===== src/rtl/rv_fetch_expander.sv =====
// Fetch-to-decode realigner: buffers fetch words as 16-bit parcels, stitches
// instructions that straddle words and expands RVC encodings to 32-bit form.
module rv_fetch_expander #(
    parameter int          DEPTH    = 4,
    parameter bit          ENABLE_F = 1'b1,
    parameter bit          ENABLE_D = 1'b1,
    parameter logic [31:0] RESET_PC = 32'h0000_0000
) (
    input  logic        clock,
    input  logic        reset,
    input  logic        flush,
    input  logic [31:0] flush_pc,
    input  logic        fetch_valid,
    output logic        fetch_ready,
    input  logic [31:0] fetch_data,
    output logic [31:0] fetch_addr,
    output logic        inst_valid,
    input  logic        inst_ready,
    output logic [31:0] inst,
    output logic [31:0] inst_pc,
    output logic        inst_compressed,
    output logic        inst_sigill
);
    localparam int NP = 2 * DEPTH;
    localparam int PW = $clog2(NP);

    typedef enum logic {RUN, SKIP} state_t;

    logic [15:0]   ring [NP];
    logic [PW-1:0] rd_ptr, wr_ptr;
    logic [PW:0]   count, add_n, sub_n, need;
    logic [31:0]   head_pc;
    state_t        state;

    logic [15:0]   p0, p1;
    logic          is32, accept, consume;
    logic [32:0]   expanded;

    // Returns {illegal, expanded instruction}; illegal encodings yield 32'h0.
    function automatic logic [32:0] expand(input logic [15:0] c);
        logic [31:0] r;
        logic        ill;
        logic [4:0]  rd, rs2, rdp, rs1p;
        logic [11:0] imm6, off;
        logic [20:0] jimm;
        logic [12:0] bimm;
        r    = 32'h0;
        ill  = 1'b0;
        rd   = c[11:7];
        rs2  = c[6:2];
        rdp  = {2'b01, c[4:2]};
        rs1p = {2'b01, c[9:7]};
        imm6 = {{6{c[12]}}, c[12], c[6:2]};
        jimm = {{10{c[12]}}, c[8], c[10:9], c[6], c[7], c[2], c[11], c[5:3], 1'b0};
        bimm = {{5{c[12]}}, c[6:5], c[2], c[11:10], c[4:3], 1'b0};
        off  = 12'h0;
        case ({c[1:0], c[15:13]})
            5'b00_000: begin
                ill = (c == 16'h0);
                r   = {2'b00, c[10:7], c[12:11], c[5], c[6], 2'b00, 5'd2, 3'b000, rdp, 7'h13};
            end
            5'b00_001: begin
                off = {4'b0, c[6:5], c[12:10], 3'b0};
                r   = {off, rs1p, 3'b011, rdp, 7'h07};
                ill = !ENABLE_D;
            end
            5'b00_010, 5'b00_011: begin
                off = {5'b0, c[5], c[12:10], c[6], 2'b0};
                r   = {off, rs1p, 3'b010, rdp, c[13] ? 7'h07 : 7'h03};
                ill = c[13] && !ENABLE_F;
            end
            5'b00_100: ill = 1'b1;
            5'b00_101: begin
                off = {4'b0, c[6:5], c[12:10], 3'b0};
                r   = {off[11:5], rdp, rs1p, 3'b011, off[4:0], 7'h27};
                ill = !ENABLE_D;
            end
            5'b00_110, 5'b00_111: begin
                off = {5'b0, c[5], c[12:10], c[6], 2'b0};
                r   = {off[11:5], rdp, rs1p, 3'b010, off[4:0], c[13] ? 7'h27 : 7'h23};
                ill = c[13] && !ENABLE_F;
            end
            5'b01_000: r = {imm6, rd, 3'b000, rd, 7'h13};
            5'b01_001: r = {jimm[20], jimm[10:1], jimm[11], jimm[19:12], 5'd1, 7'h6F};
            5'b01_010: r = {imm6, 5'd0, 3'b000, rd, 7'h13};
            5'b01_011: begin
                if (rd == 5'd2)
                    r = {{2{c[12]}}, c[12], c[4:3], c[5], c[2], c[6], 4'b0, 5'd2, 3'b000, 5'd2, 7'h13};
                else
                    r = {{14{c[12]}}, c[12], c[6:2], rd, 7'h37};
            end
            5'b01_100: begin
                case (c[11:10])
                    2'b00: r = {7'b0000000, c[6:2], rs1p, 3'b101, rs1p, 7'h13};
                    2'b01: r = {7'b0100000, c[6:2], rs1p, 3'b101, rs1p, 7'h13};
                    2'b10: r = {imm6, rs1p, 3'b111, rs1p, 7'h13};
                    default: begin
                        ill = c[12];
                        case (c[6:5])
                            2'b00:   r = {7'b0100000, rdp, rs1p, 3'b000, rs1p, 7'h33};
                            2'b01:   r = {7'b0000000, rdp, rs1p, 3'b100, rs1p, 7'h33};
                            2'b10:   r = {7'b0000000, rdp, rs1p, 3'b110, rs1p, 7'h33};
                            default: r = {7'b0000000, rdp, rs1p, 3'b111, rs1p, 7'h33};
                        endcase
                    end
                endcase
            end
            5'b01_101: r = {jimm[20], jimm[10:1], jimm[11], jimm[19:12], 5'd0, 7'h6F};
            5'b01_110, 5'b01_111:
                r = {bimm[12], bimm[10:5], 5'd0, rs1p, 2'b00, c[13], bimm[4:1], bimm[11], 7'h63};
            5'b10_000: r = {7'b0, c[6:2], rd, 3'b001, rd, 7'h13};
            5'b10_001: begin
                r   = {3'b0, c[4:2], c[12], c[6:5], 3'b0, 5'd2, 3'b011, rd, 7'h07};
                ill = !ENABLE_D;
            end
            5'b10_010, 5'b10_011: begin
                r   = {4'b0, c[3:2], c[12], c[6:4], 2'b0, 5'd2, 3'b010, rd, c[13] ? 7'h07 : 7'h03};
                ill = c[13] && !ENABLE_F;
            end
            5'b10_100: begin
                if (!c[12]) begin
                    if (rs2 == 5'd0) begin
                        ill = (rd == 5'd0);
                        r   = {12'h0, rd, 3'b000, 5'd0, 7'h67};
                    end else
                        r = {7'b0, rs2, 5'd0, 3'b000, rd, 7'h33};
                end else if (rs2 == 5'd0)
                    r = (rd == 5'd0) ? 32'h0010_0073 : {12'h0, rd, 3'b000, 5'd1, 7'h67};
                else
                    r = {7'b0, rs2, rd, 3'b000, rd, 7'h33};
            end
            5'b10_101: begin
                off = {3'b0, c[9:7], c[12:10], 3'b0};
                r   = {off[11:5], rs2, 5'd2, 3'b011, off[4:0], 7'h27};
                ill = !ENABLE_D;
            end
            5'b10_110, 5'b10_111: begin
                off = {4'b0, c[8:7], c[12:9], 2'b0};
                r   = {off[11:5], rs2, 5'd2, 3'b010, off[4:0], c[13] ? 7'h27 : 7'h23};
                ill = c[13] && !ENABLE_F;
            end
            default: r = 32'h0;
        endcase
        if (ill) r = 32'h0;
        return {ill, r};
    endfunction

    assign p0       = ring[rd_ptr];
    assign p1       = ring[rd_ptr + PW'(1)];
    assign is32     = (p0[1:0] == 2'b11);
    assign need     = is32 ? (PW+1)'(2) : (PW+1)'(1);
    assign expanded = expand(p0);

    assign fetch_ready     = (count <= (PW+1)'(NP - 2));
    assign inst_valid      = (count >= need);
    assign inst            = is32 ? {p1, p0} : expanded[31:0];
    assign inst_pc         = head_pc;
    assign inst_compressed = !is32;
    assign inst_sigill     = !is32 && expanded[32];

    assign accept  = fetch_valid && fetch_ready;
    assign consume = inst_valid && inst_ready;
    assign add_n   = !accept ? '0 : (state == SKIP) ? (PW+1)'(1) : (PW+1)'(2);
    assign sub_n   = consume ? need : '0;

    always_ff @(posedge clock) begin
        if (reset) begin
            rd_ptr     <= '0;
            wr_ptr     <= '0;
            count      <= '0;
            head_pc    <= RESET_PC;
            fetch_addr <= {RESET_PC[31:2], 2'b00};
            state      <= RESET_PC[1] ? SKIP : RUN;
        end else if (flush) begin
            rd_ptr     <= '0;
            wr_ptr     <= '0;
            count      <= '0;
            head_pc    <= flush_pc & 32'hFFFF_FFFE;
            fetch_addr <= flush_pc & 32'hFFFF_FFFC;
            state      <= flush_pc[1] ? SKIP : RUN;
        end else begin
            if (accept) begin
                fetch_addr <= fetch_addr + 32'd4;
                wr_ptr     <= wr_ptr + add_n[PW-1:0];
                state      <= RUN;
            end
            if (consume) begin
                rd_ptr  <= rd_ptr + need[PW-1:0];
                head_pc <= head_pc + (is32 ? 32'd4 : 32'd2);
            end
            count <= count + add_n - sub_n;
        end
    end

    // Parcel storage carries no reset; pointers and count define what is live.
    always_ff @(posedge clock) begin
        if (accept) begin
            if (state == SKIP) begin
                ring[wr_ptr] <= fetch_data[31:16];
            end else begin
                ring[wr_ptr]           <= fetch_data[15:0];
                ring[wr_ptr + PW'(1)]  <= fetch_data[31:16];
            end
        end
    end
endmodule

===== config.mk =====
export PLATFORM = sky130hd
export DESIGN_NAME = rv_fetch_expander
export DESIGN_NICKNAME = d
export VERILOG_FILES = /design/src/rtl/rv_fetch_expander.sv
export SDC_FILE = /design/constraint.sdc
export NUM_CORES = 1
export LEC_CHECK = 0
export ABC_AREA = 1
export CORE_MARGIN = 2
export CORE_UTILIZATION = 50
export CTS_BUF_LIST = sky130_fd_sc_hd__clkbuf_16
export DETAILED_ROUTE_END_ITERATION = 8
export HOLD_SLACK_MARGIN = 0.02
export PLACE_DENSITY_LB_ADDON = 0.15
export SLEW_MARGIN = 10
export SYNTH_ARGS = -nofsm -noshare
export SYNTH_HDL_FRONTEND = slang
export SYNTH_SLANG_ARGS = --single-unit

===== constraint.sdc =====
create_clock -name clock -period 5.3 [get_ports clock]
set_input_delay 1.59 -clock clock [delete_from_list [all_inputs] [get_ports clock]]
set_output_delay 1.59 -clock clock [all_outputs]
set_load 0.01 [all_outputs]

Word-level counts from Yosys, hierarchy flattened. Memories as Yosys holds them, arrays and structs flattened. A register that Yosys moved wholly into a read port is not among the register bits. Index checks and enable logic that the tools add are counted.

Flip-flop bits (word level): 75. Memory bits (writable): 128. Input port bits: 69. Output and inout bits: 100. Logic and storage cells: 105. Memories: 1.

Memories: ring (depth 8, width 16, rd ports 2, clocked after memory_dff 1, write ports 2, RTL line 29) `logic [15:0] ring [NP];`.

Add/subtract/negate cells: 8. Magnitude comparators: 2. Equality and inequality tests: 29. Multiplexer cells: 37. Bitwise gates (word level): 1. Reduce and logical (&&, ||, !) cells: 19.

Operators with widths (number): $pmux W32 S18 (1); $mux W32 (6); $pmux W32 S3 (1); $pmux W31 S3 (1); $mux W25 (3); $eq A5 B4 Y1 const B (8); $eq A5 B5 Y1 const B (8); $add A32 B3 Y32 (1); $add A32 B3 Y32 const B (1); $mux W29 (1); $mux W21 (1); $eq A5 B3 Y1 const B (4); $logic_not A16 Y1 (1); $mux W16 (1); $eq A5 B2 Y1 const B (3); $logic_not A5 Y1 (3); $mux W3 (5); $mux W1 (12); $reduce_or A2 Y1 (6); $mux W2 (4); $add A3 B1 Y3 const B (2); $add A3 B2 Y3 (2); $eq A2 B2 Y1 const B (3); $eq A5 B1 Y1 const B (1); other kinds (12) (17).

Depth between registers and ports, before layout. Gate-level depths: netlist (run 1).

Depth in word-level cells: 7. Depth in mapped cells: 23. Gate-level depth less buffers: 21.

Least setup slack after synthesis (run 1). OpenSTA, ideal clock, no wires.

Path kind: register to register. Start point: register with a tool-made name. End point: register count[3]. Library setup time: 0.070 ns. Data arrival time: 3.957 ns. Required time: 5.230 ns. Path slack: 1.273 ns. Cell stages (with the launch flop): 24. Buffers on the path: 2. Period minus slack after synthesis: 4.027 ns. Cell sequence: dfxtp_1 > buf_6 > inv_4 > buf_6 > nand2_1 > nand3_1 > nand3_1 > nand2_1 > nor2_1 > inv_2 > ha_1 > inv_1 > nand2_1 > a21oi_1 > o21ai_0 > nand2_1 > inv_1 > nand2_1 > fa_1 > ha_1 > a21o_1 > a21oi_1 > o21ai_0 > a21oi_1.

RTL lines: end signal: assignment (RTL line 191) `count <= count + add_n - sub_n;`; end: declaration (RTL line 31) `logic [PW:0] count, add_n, sub_n, need;`.

==> results of run 1 <==
[routing by layer]
layer | vias to the layer above | global-route usage | wire length [um]
met5 | - | 0 | 0
met3 | 164 | 0.0485 | 5410
met2 | 886 | 0.515 | 22000
met4 | 0 | 0.145 | 2190
li1 | 6988 | - | -
met1 | 6666 | 0.462 | 20700
[stage by stage]
step | cell area (um^2) | cells | util | hold WS (ns)
6_report | 16900 | 2540 | 0.609 | 0.514
5_1_grt | 16900 | 2540 | 0.609 | 0.546
4_1_cts | 16800 | 2536 | 0.604 | 0.511
3_5_place_dp | 16000 | 2494 | 0.577 | 0.505
3_3_place_gp | 16000 | 2494 | 0.577 | 0.497
2_1_floorplan | 14100 | 2018 | - | 0.489
[sequential cells by signal (all words and copies together), names as in the netlist, named ones only]
name / cells
count: 4
fetch_addr: 30
inst_pc: 31
rd_ptr: 3
ring: 128
state: 1
wr_ptr: 3
[logic make-up after synthesis]
family / synth area share
multiplexers: 0.0242
XOR/XNOR: 0.0236
AND/OR/NAND/NOR: 0.295
buffers and inverters: 0.0888
adder cells (fa/ha/maj): 0.0213
flip-flops: 0.379
other: 0.000266
AO/OA/AOI/OAI: 0.168
[layout make-up]
class                   instances  share of cell area
clock buffers                  24              0.0355
flip-flops and latches        203               0.316
well taps                     378              0.0280
clock inverters                18              0.0102
multi-input cells            1529               0.447
repair buffers                215               0.123
inverters                     173              0.0400
[worst max-delay path by stage]
stage,startpoint,end,slack [ns],depth (start not counted)
floorplan,flip-flop,count[3],1.27,23
global placement,flip-flop,inst[8],0.52,16
detailed placement,flip-flop,inst[4],0.56,17
CTS,flip-flop,inst[4],0.06,17
global route,flip-flop,inst[20],0.02,15
finish,flip-flop,inst[8],0.13,15
[synthesized netlist by cell type (28+ instances only)]
master    count  area share
nor3_1       29       0.010
nand2_1     628        0.17
xor2_1       28       0.017
dfxtp_1      75        0.11
o21ai_0     261       0.093
a31oi_1      39       0.017
nor2_1      145       0.039
inv_1       160       0.043
clkbuf_1     60       0.016
edfxtp_1    128        0.27
a21oi_1      74       0.026
nand3_1     136       0.048
[tightest hold or removal path: stages (launching register included)]
cell	delay, ns
dfxtp_1	0.34
nand2_1	0.07
a21oi_1	0.05
[report_power, final]
part           total, mW  switching, mW  internal (mW)  leakage (nW)
Combinational       4.36           2.73           1.63          4.57
Clock               1.65          0.681          0.970         0.396
Sequential          2.02          0.126           1.90          1.79
Total               8.04           3.54           4.50          6.76
[timing repair]
item | CTS | global route
cloned | 0 | 2
setup buffers | 0 | 2
endpoints found under the setup margin | 1 | 23
resized for setup | 1 | 17
hold buffers | 0 | 0
hold endpoints to repair | 0 | 0
==> impl_metrics.ini, run 1 <==
[cts]
cts_tree = built
clock-sinks = 203
cts-root-buf = clkbuf_16
cts_made_buffers = 23
clkTransAtPathRegs_ns = 0.06
htree_levels = 1
worstSkewPairLatency_ns = 0.55
clockBufferDepth = 3

[run_status]
status = completed

[die]
ios = 169
start_util = 0.507
rows = 61
die-area_um2 = 29500
die_w_um = 172
die_y_um = 172
core_um2 = 27800

[worst_setup_path]
crit_type = reg2out
crit_arrival_ns = 3.58
r2r_end = inst_pc[31]
max_stage_delay_ns = 0.50
cp_slowest_cell = clkdlybuf4s50_1
crit_family = simple AND/OR/NAND/NOR gates
crit_top_cell = nand2_1
worst_ep_required_time_ns = 3.71
path_cells = buf_12 > nand3_1 > nand3_1 > nand2_2 > nand2_2 > clkinvlp_4 > nand3_2 > nand3_1 > nor2_1 > nand2_1 > nand2_1 > nand2_1 > nand2_1 > o21ai_1 > clkdlybuf4s50_1
start_kind = flip-flop
path_max_fanout = 32
r2r_setup_slack_ns = 0.78
crit_path_end_kind = output pin
r2r_cells = 21
path_buf_inv = 3

[pwr]
vdd_ir_drop_max_mv = 0.272
leakage_nw = 6.76
pwr_density_cell_nw_per_um2 = 475
finalPower_mw = 8.04

[timing]
slew_violations = 0
finClkSkew_ns = 0.0304
fmax_ghz = 0.193
worstMarginPinSlew_ns = 0.926
relSlewSlack = 0.382
period_share = 0.976
setup_tns_ns = 0
finalSetupViolCount = 0
hold_viol = 0
rsz0062_at_grt = false
setup_slack_ns = 0.126
period_minus_slack_ns = 5.17

[finish]
syn_to_final_growth_pct = 20.0
drive_gt1_frac = 0.0814
multi_input_area_um2 = 7560
final_common_cell = nand2_1
seq_area_um2 = 5350
layout.nets = 2235
fillers = 2585
mostFrequentLayoutCells = 623 x nand2_1, 261 x o21ai_0, 163 x clkdlybuf4s50_1
n_antenna_cell = 0

[detailed_routing]
drc_errors = 0
wirelength_um = 50400
via_per_inst = 5.79
vias = 14704
ant_nets = 0
first_iter_violations = 1862
wire_per_inst_um = 19.8
drt-pass1-iter-count = 9

[placement]
port_buffers = 164
place.gp.congestion = 0.980
place_hpwl_um = 34100
place_ws_ns = 0.559

[yosys]
async_flop_share = 0
seq_area_frac_synth = 0.379
synth_seq_cells = 203
avgSynthCellArea_um2 = 6.99
synth_area_um2 = 14100
synth_flop_cell = edfxtp_1
synth_cell_types = 53
syn_inst = 2016
synth_edf_count = 128
ys_warn_count = 0

[grt]
grtUsageTotal = 0.332
grt_max_degree = 72
grt_pass1_wl_um = 74600
overflow = 0
antenna_found_initial = 0
grt_pass1_vias = 13218

[hold_path]
hold_path_end = fetch_addr[17]
hold_class = reg2reg
worstHoldPathCells = 2
hp-start = fetch_addr[17]

[run]
drv_cap = 0
Note: power is estimated with default switching activity, not from simulation.
==> inputs of run 2 (changes only) <==
--- a/config.mk
+++ b/config.mk
@@ -16,3 +16,4 @@
 export SYNTH_ARGS = -nofsm -noshare
 export SYNTH_HDL_FRONTEND = slang
 export SYNTH_SLANG_ARGS = --single-unit
+export TNS_END_PERCENT = 10
==> results of run 2 <==
Final layout, timing and power as in run 1 (identical DEF).
